`src/rtl/rsa_pkg.sv`:
```
// Shared types and constants for the modular-exponentiation engine.
// The latency helper is used by the engine's users to size their wait windows.
package rsa_pkg;

  localparam int RSA_WIDTH = 8;

  typedef enum logic [2:0] {
    IDLE,
    TO_MONT,
    INIT_ONE,
    SQUARE,
    MULT,
    FROM_MONT
  } modexp_state_t;

  typedef enum logic [1:0] {
    M_IDLE,
    M_RUN,
    M_CORR
  } mult_phase_t;

  // Cycles from acceptance edge to the edge raising eoc.
  function automatic int unsigned modexp_latency(input int unsigned width, input logic [63:0] e);
    int unsigned ones;
    ones = 0;
    for (int i = 0; i < 64; i++) begin
      if (i < int'(width) && e[i]) ones++;
    end
    return (3 + width + ones) * (width + 2);
  endfunction

endpackage

```
`src/rtl/rsa_mont_mult.sv`:
```
// Bit-serial Montgomery multiplier: result = a*b*2^(-WIDTH) mod p.
// One issue cycle, WIDTH iterations, one correction cycle; done/result valid in the correction cycle.
module rsa_mont_mult import rsa_pkg::*; #(
  parameter int WIDTH = RSA_WIDTH
) (
  input  logic             clk,
  input  logic             rst,
  input  logic             go,
  input  logic [WIDTH-1:0] a,
  input  logic [WIDTH-1:0] b,
  input  logic [WIDTH-1:0] p,
  output logic [WIDTH-1:0] result,
  output logic             done
);

  localparam int TW = WIDTH + 2;
  localparam int CW = (WIDTH > 1) ? $clog2(WIDTH) : 1;

  mult_phase_t      phase_q;
  logic [CW-1:0]    cnt_q;
  logic [WIDTH-1:0] a_q;
  logic [WIDTH-1:0] b_q;
  logic [TW-1:0]    t_q;
  logic [TW-1:0]    t_add;
  logic [TW-1:0]    t_odd;
  logic [TW-1:0]    t_nxt;
  logic [TW-1:0]    b_ext;
  logic [TW-1:0]    p_ext;
  logic [WIDTH:0]   t_diff;

  assign b_ext = {2'b00, b_q};
  assign p_ext = {2'b00, p};

  // T stays below 2P, so T + B + P < 4P fits in WIDTH+2 bits.
  always_comb begin
    t_add = t_q + (a_q[0] ? b_ext : '0);
    t_odd = t_add + (t_add[0] ? p_ext : '0);
    t_nxt = t_odd >> 1;
  end

  // Final T < 2P fits WIDTH+1 bits; the borrow bit of T-P selects the reduced value.
  assign t_diff = t_q[WIDTH:0] - {1'b0, p};
  assign result = t_diff[WIDTH] ? t_q[WIDTH-1:0] : t_diff[WIDTH-1:0];
  assign done   = (phase_q == M_CORR);

  always_ff @(posedge clk or posedge rst) begin
    if (rst) begin
      phase_q <= M_IDLE;
      cnt_q   <= '0;
      a_q     <= '0;
      b_q     <= '0;
      t_q     <= '0;
    end else if (go) begin
      phase_q <= M_RUN;
      cnt_q   <= CW'(WIDTH - 1);
      a_q     <= a;
      b_q     <= b;
      t_q     <= '0;
    end else begin
      case (phase_q)
        M_RUN: begin
          t_q <= t_nxt;
          a_q <= a_q >> 1;
          if (cnt_q == '0) phase_q <= M_CORR;
          else cnt_q <= cnt_q - 1'b1;
        end
        M_CORR:  phase_q <= M_IDLE;
        default: phase_q <= M_IDLE;
      endcase
    end
  end

endmodule

```
`src/rtl/rsa_modexp_unit.sv`:
```
// Left-to-right square-and-multiply C = M^E mod P in the Montgomery domain,
// sequencing one shared rsa_mont_mult; every step is issued the cycle after the previous finishes.
module rsa_modexp_unit import rsa_pkg::*; #(
  parameter int WIDTH = RSA_WIDTH
) (
  input  logic             clk,
  input  logic             rst,
  input  logic             start,
  input  logic [WIDTH-1:0] p,
  input  logic [WIDTH-1:0] e,
  input  logic [WIDTH-1:0] m,
  input  logic [WIDTH-1:0] r2,
  output logic             busy,
  output logic             eoc,
  output logic [WIDTH-1:0] c
);

  localparam int CW = (WIDTH > 1) ? $clog2(WIDTH) : 1;
  localparam logic [WIDTH-1:0] ONE = {{(WIDTH-1){1'b0}}, 1'b1};

  modexp_state_t    state_q, state_nxt;
  logic             issue_q, issue_nxt;
  logic             accept;
  logic             bit_dec;
  logic [CW-1:0]    bit_q;
  logic [WIDTH-1:0] p_q, e_q, m_q, r2_q;
  logic [WIDTH-1:0] mb_q, x_q;
  logic [WIDTH-1:0] op_a, op_b;
  logic [WIDTH-1:0] mont_res;
  logic             mont_done;

  rsa_mont_mult #(.WIDTH(WIDTH)) u_mult (
    .clk    (clk),
    .rst    (rst),
    .go     (issue_q),
    .a      (op_a),
    .b      (op_b),
    .p      (p_q),
    .result (mont_res),
    .done   (mont_done)
  );

  always_ff @(posedge clk or posedge rst) begin
    if (rst) begin
      state_q <= IDLE;
      issue_q <= 1'b0;
    end else begin
      state_q <= state_nxt;
      issue_q <= issue_nxt;
    end
  end

  always_comb begin
    state_nxt = state_q;
    issue_nxt = 1'b0;
    accept    = 1'b0;
    bit_dec   = 1'b0;
    op_a      = '0;
    op_b      = '0;
    case (state_q)
      IDLE: begin
        if (start) begin
          accept    = 1'b1;
          state_nxt = TO_MONT;
          issue_nxt = 1'b1;
        end
      end
      TO_MONT: begin
        op_a = m_q;
        op_b = r2_q;
        if (mont_done) begin
          state_nxt = INIT_ONE;
          issue_nxt = 1'b1;
        end
      end
      INIT_ONE: begin
        op_a = ONE;
        op_b = r2_q;
        if (mont_done) begin
          state_nxt = SQUARE;
          issue_nxt = 1'b1;
        end
      end
      SQUARE: begin
        op_a = x_q;
        op_b = x_q;
        if (mont_done) begin
          issue_nxt = 1'b1;
          if (e_q[bit_q]) begin
            state_nxt = MULT;
          end else if (bit_q == '0) begin
            state_nxt = FROM_MONT;
          end else begin
            bit_dec = 1'b1;
          end
        end
      end
      MULT: begin
        op_a = x_q;
        op_b = mb_q;
        if (mont_done) begin
          issue_nxt = 1'b1;
          if (bit_q == '0) begin
            state_nxt = FROM_MONT;
          end else begin
            state_nxt = SQUARE;
            bit_dec   = 1'b1;
          end
        end
      end
      FROM_MONT: begin
        op_a = x_q;
        op_b = ONE;
        if (mont_done) state_nxt = IDLE;
      end
      default: state_nxt = IDLE;
    endcase
  end

  assign busy = (state_q != IDLE);

  always_ff @(posedge clk or posedge rst) begin
    if (rst) begin
      p_q   <= '0;
      e_q   <= '0;
      m_q   <= '0;
      r2_q  <= '0;
      mb_q  <= '0;
      x_q   <= '0;
      bit_q <= '0;
      c     <= '0;
      eoc   <= 1'b0;
    end else begin
      eoc <= mont_done && (state_q == FROM_MONT);
      if (accept) begin
        p_q   <= p;
        e_q   <= e;
        m_q   <= m;
        r2_q  <= r2;
        bit_q <= CW'(WIDTH - 1);
      end
      if (bit_dec) bit_q <= bit_q - 1'b1;
      if (mont_done) begin
        case (state_q)
          TO_MONT:                 mb_q <= mont_res;
          INIT_ONE, SQUARE, MULT:  x_q  <= mont_res;
          FROM_MONT:               c    <= mont_res;
          default:                 ;
        endcase
      end
    end
  end

endmodule

```
`config.mk`:
```
export PLATFORM = sky130hd
export DESIGN_NAME = rsa_modexp_unit
export DESIGN_NICKNAME = d
export VERILOG_FILES = /design/src/rtl/rsa_pkg.sv /design/src/rtl/rsa_mont_mult.sv /design/src/rtl/rsa_modexp_unit.sv
export SDC_FILE = /design/constraint.sdc
export NUM_CORES = 1
export LEC_CHECK = 0
export CAP_MARGIN = 10
export CORE_ASPECT_RATIO = 0.9
export CORE_MARGIN = 10
export CORE_UTILIZATION = 45
export CTS_BUF_LIST = sky130_fd_sc_hd__clkbuf_4
export CTS_CLUSTER_SIZE = 8
export DETAILED_ROUTE_END_ITERATION = 8
export PLACE_DENSITY_LB_ADDON = 0.1
export SLEW_MARGIN = 15
export SYNTH_ARGS = -nofsm -noshare
export SYNTH_HDL_FRONTEND = slang
export SYNTH_HIERARCHICAL = 1
export SYNTH_SLANG_ARGS = --single-unit
```
`constraint.sdc`:
```
create_clock -name clk -period 2.8 [get_ports clk]
set_input_delay 0.7 -clock clk [delete_from_list [all_inputs] [get_ports clk]]
set_output_delay 0.7 -clock clk [all_outputs]
set_load 0.05 [all_outputs]
```
======== Yosys cells after proc, flatten, opt, wreduce, memory -nomap -nowiden ========
Index checks and enable logic that the tools add are counted.
word-level totals
  bits in registers ....................... 95
  bits of input ports ..................... 35
  output and inout port bits .............. 10
  word-level logic and storage cells ...... 92
cells by class
  add/sub/neg operators ................... 5
  order comparisons ....................... 1
  eq/ne operators ......................... 16
  muxes and demuxes ....................... 38
  reduce and logical (&&, ||, !) cells .... 16
operators by type and width
  kind                   count
  $mux W3                14
  $mux W8                5
  $pmux W8 S4            1
  $pmux W8 S3            1
  $add A10 B10 Y10       2
  $mux W10               2
  $pmux W3 S6            1
  $ne A2 B2 Y1 const B   7
  $logic_not A3 Y1       3
  $sub A9 B8 Y9          1
  $mux W1                8
  $reduce_and A2 Y1      4
  $reduce_and A7 Y1      1
  $eq A3 B2 Y1 const B   2
  $eq A3 B3 Y1 const B   2
  $mux W2                3
  $reduce_or A3 Y1       2
  $sub A3 B1 Y3 const B  2
  $lt A3 B4 Y1 const B   1
  $pmux W1 S2            2
  $reduce_bool A2 Y1     2
  $reduce_or A4 Y1       1
  $bmux W1 S3            1
  $eq A3 B1 Y1 const B   1
  7 further kinds        7

======== Logic depth before layout (Yosys ltp) ========
  word-level depth ........................ 6
  gate-level depth with buffers ........... 15

======== By module ========
The synthesis kept the hierarchy.
by module, submodules not included
  module           instances  cells each  area each (um^2)
  rsa_modexp_unit  1          247         3099.2
  rsa_mont_mult    1          274         2499.9

======== Worst setup path before layout ========
Ideal clock, no wire load.
  kind .................................... reg2reg
  start point ............................. register u_mult.a_q[0]
  end point ............................... register u_mult.t_q[8]
  arrival ................................. 2826 ps
  required time ........................... 2663 ps
  slack ................................... -163 ps
  stages on the path, launching flop included .. 16
  buffers on the path ..................... 0
  clock period less this slack ............ 2963 ps
  cells stage by stage .................... dfrtp_1 -> and2_1 -> ha_1 -> inv_1 -> fa_1 -> nor2b_4 -> o2111a_1 -> nor3_1 -> xnor2_1 -> ha_1 -> inv_1 -> nor2_1 -> o221ai_1 -> a221oi_2 -> mux2i_1 -> a31oi_1
on the way
  longest elaborated chain between the ends .. 6
RTL lines
  element                 RTL line             text
  start, declared         rsa_mont_mult.sv:21  logic [WIDTH-1:0] a_q;
  start signal, assigned  rsa_mont_mult.sv:63  a_q <= a_q >> 1;
  $mux W8 (*)             rsa_mont_mult.sv:36  t_add = t_q + (a_q[0] ? b_ext : '0);
  $add A10 B10 Y10 (*)    rsa_mont_mult.sv:36
  $mux W8                 rsa_mont_mult.sv:37  t_odd = t_add + (t_add[0] ? p_ext : '0);
  $add A10 B10 Y10 (*)    rsa_mont_mult.sv:37
  $mux W10 (*)            rsa_mont_mult.sv:60  case (phase_q)
  $mux W10 (*)            rsa_mont_mult.sv:53  end else if (go) begin
  end signal, assigned    rsa_mont_mult.sv:62  t_q <= t_nxt;
  end, declared           rsa_mont_mult.sv:23  logic [TW-1:0] t_q;
Every way passes the cells marked *; elsewhere a longest branch is shown, timed or not. The select of a mux whose other input is x is not followed.
A chain may end at the register's enable or synchronous reset.

======== Worst setup path after layout ========
Same ends and word-level chain as after synthesis.

==> flow_metrics.env <==
export IMPL_via_per_inst=5.36
export IMPL_rows=38
export IMPL_worstPathArrival_ns=3.43
export IMPL_grt_max_degree=45
export IMPL_start_util_pct=46.2
export IMPL_die_w_um=138
export IMPL_design_area_um2=6940
export IMPL_hpwl_mm=9.64
export IMPL_end_kind="flip-flop"
export IMPL_p_int_w=0.00438
export IMPL_antenna_found_initial=0
export IMPL_pin_count=45
export IMPL_synth_edf_count=0
export IMPL_port_buffer_count=44
export IMPL_cts_tree="built"
export IMPL_n_antenna_cell=0
export IMPL_track_usage_pct=15.2
export IMPL_p_sw_w=0.00293
export IMPL_netlist_instances=521
export IMPL_pwr_share_comb_pct=58.3
export IMPL_synth_flop_cell="dfrtp_1"
export IMPL_setup_tns_ns=-0.820
export IMPL_crit_fanout=3
export IMPL_clock_fmax_ghz=0.322
export IMPL_multiInputGateArea_um2=3260
export IMPL_hp_class="reg -> reg"
export IMPL_period_minus_slack_ns=3.11
export IMPL_total_leakage_power_nw=3.24
export IMPL_worstSetupStartpointType="flip-flop"
export IMPL_layout_nets=674
export IMPL_yosys_cell_types_count=56
export IMPL_dpl_cell_area_um2=6490
export IMPL_final_seq_area_um2=2350
export IMPL_final_common_cell="dfrtp_1"
export IMPL_run_status="complete, but fails checks"
export IMPL_path_clk_slew_ns=0.16
export IMPL_core_um2=12100
export IMPL_hold_viol_final=0
export IMPL_cts_buffers=9
export IMPL_yosysSeqAreaShare_pct=42.0
export IMPL_maxCapViolCount=0
export IMPL_area_growth_syn_to_layout_pct=23.9
export IMPL_die_area_um2=17300
export IMPL_grt_pass1_wl_mm=21.4
export IMPL_clkLatencyLatePin_ns=0.45
export IMPL_initialDrtViolationCount=226
export IMPL_seq_power_share_pct=31.3
export IMPL_slew_headroom_pct=44.5
export IMPL_async_flop_share_pct=100
export IMPL_ys_warn_count=6
export IMPL_place_congestion=0.864
export IMPL_die_h_um=126
export IMPL_cellPowerDensity_nw_per_um2=1050
export IMPL_avgSynthCellArea_um2=10.7
export IMPL_worstSetupPathType="reg -> reg"
export IMPL_clk_path_buf_depth=2
export IMPL_swShare_pct=40.1
export IMPL_vdd_drop_max_uv=458
export IMPL_vias=4139
export IMPL_firstDrtPassIters=4
export IMPL_worstMarginPinSlew_ns=0.832
export IMPL_critPathRequiredTime_ns=3.12
export IMPL_first_global_vias=4212
export IMPL_clock_skew_ns=0.0172
export IMPL_synth_fp_nets=587
export IMPL_period_share_pct=111
export IMPL_clock_sinks=94
export IMPL_final_antenna_net_count=0
export IMPL_fill_cells=1075
export IMPL_drv_slew=0
export IMPL_drt_total_wl_mm=13.2
export IMPL_rsz0062_at_grt="true"
export IMPL_layout_drive_gt1_share_pct=32.0
export IMPL_setup_ws_ns=-0.308
export IMPL_overflow=0
export IMPL_pwr_share_clk_pct=10.4
export IMPL_finalSetupViolCount=3
export IMPL_wl_per_cell_um=17.1
export IMPL_synth_seq_cells=94
export IMPL_synth_area_um2=5600
export IMPL_violations="negative setup slack"
export IMPL_final_cell_mix="94 x dfrtp_1, 69 x mux2_2, 50 x buf_4"
export IMPL_root_buffer="clkbuf_4"
export IMPL_h_tree_depth=3
export IMPL_drc=0
==> worst paths after layout <==
check	start	cells past startpoint	end	slack, ns
min reg2reg	e_q[5]	1	e_q[5]	0.50
max in group asynchronous	rst	3	c[3]	1.53
max reg2reg	u_mult/a_q[0]	14	u_mult/t_q[8]	-0.31
max	u_mult/a_q[0]	14	u_mult/t_q[8]	-0.31
min	e_q[5]	1	e_q[5]	0.50
min in group asynchronous	rst	2	m_q[4]	0.64
==> cells in the mapped netlist (12+ instances only) <==
| master | n | area, um^2 |
|---|---|---|
| mux2_2 | 75 | 845 |
| and2_1 | 17 | 106 |
| mux2i_1 | 13 | 130 |
| a22oi_1 | 12 | 90.1 |
| o21ai_0 | 41 | 205 |
| nor2_1 | 21 | 78.8 |
| nand2_1 | 46 | 173 |
| a21oi_1 | 24 | 120 |
| ha_1 | 28 | 350 |
| xnor2_1 | 13 | 114 |
| inv_1 | 22 | 82.6 |
| dfrtp_1 | 94 | 2350 |
==> layer usage <==
metal | wire length, um | vias to the layer above | part of all wire [%] | track usage (%)
li1 | - | 2021 | - | -
met1 | 6000 | 2024 | 45 | 19.9
met2 | 6490 | 72 | 49 | 24.4
met3 | 425 | 22 | 3.2 | 3.18
met4 | 315 | 0 | 2.4 | 4.96
met5 | 0 | - | 0 | 0
==> cells by family (layout without fill, tap and decap cells) <==
logic type	Yosys count	after routing	synth area share, %
fa+ha+maj	31	31	7.33
compound gates	111	111	12.8
mux	92	92	18.9
buf+inv	46	137	3.80
flops	94	94	42.0
simple gates	128	128	12.0
xor+xnor	19	19	3.11
==> flip-flops by register name (all words and copies together), names as in the netlist, 2 cells and up <==
| signal | flops |
|---|---|
| e_q | 8 |
| state_q | 3 |
| u_mult/a_q | 8 |
| p_q | 8 |
| mb_q | 8 |
| c | 8 |
| x_q | 8 |
| u_mult/t_q | 9 |
| u_mult/phase_q | 2 |
| u_mult/cnt_q | 3 |
| u_mult/b_q | 8 |
| m_q | 8 |
| bit_q | 3 |
| r2_q | 8 |
==> worst max-delay path, stage by stage (launching register included) <==
cell      delay [ns]
dfrtp_1         0.42
and2_4          0.15
ha_4            0.16
buf_4           0.13
a211oi_2        0.27
nor2_2          0.08
o31a_1          0.33
o21ai_1         0.16
nand2b_1        0.08
xor2_1          0.14
ha_1            0.32
o221ai_2        0.11
a221oi_2        0.31
mux2i_1         0.23
a31oi_1         0.10
==> final cells by class <==
| cell class | count | area share (%) |
|---|---|---|
| Clock inverter | 6 | 0.992 |
| Multi-Input combinational cell | 381 | 46.9 |
| Clock buffer | 9 | 0.974 |
| Sequential cell | 94 | 33.9 |
| Inverter | 22 | 1.19 |
| Timing Repair Buffer | 100 | 13.1 |
| Tap cell | 160 | 2.88 |
==> power by group through the flow <==
stage | clock network [W] | logic, W | registers (W)
global route | 0.000847 | 0.00468 | 0.00237
finish | 0.000762 | 0.00426 | 0.00229
detailed placement | 0 | 0.00372 | 0.00231
CTS | 0.000797 | 0.00380 | 0.00227
global placement | 0 | 0.00363 | 0.00229
floorplan | 0 | 0.00268 | 0.00214
==> stage by stage <==
step / hold slack (ns) / std cells / setup WS (ns) / power [W] / utilization, %
after floorplan: 0.449 / 521 / -0.117 / 0.00482 / -
after global placement: 0.470 / 748 / -0.175 / 0.00592 / 53.5
after detailed placement: 0.476 / 748 / -0.306 / 0.00603 / 53.5
after CTS: 0.511 / 765 / -0.232 / 0.00687 / 55.0
after global routing: 0.529 / 772 / -0.453 / 0.00789 / 57.2
final: 0.503 / 772 / -0.308 / 0.00731 / 57.2
==> timing repair <==
item                       CTS  global route
pin swaps                    8            19
hold buffers                 0             0
setup buffers                2             8
resized for setup           12            45
setup endpoints to repair   22            30
Power figures use the tool's default switching activity.
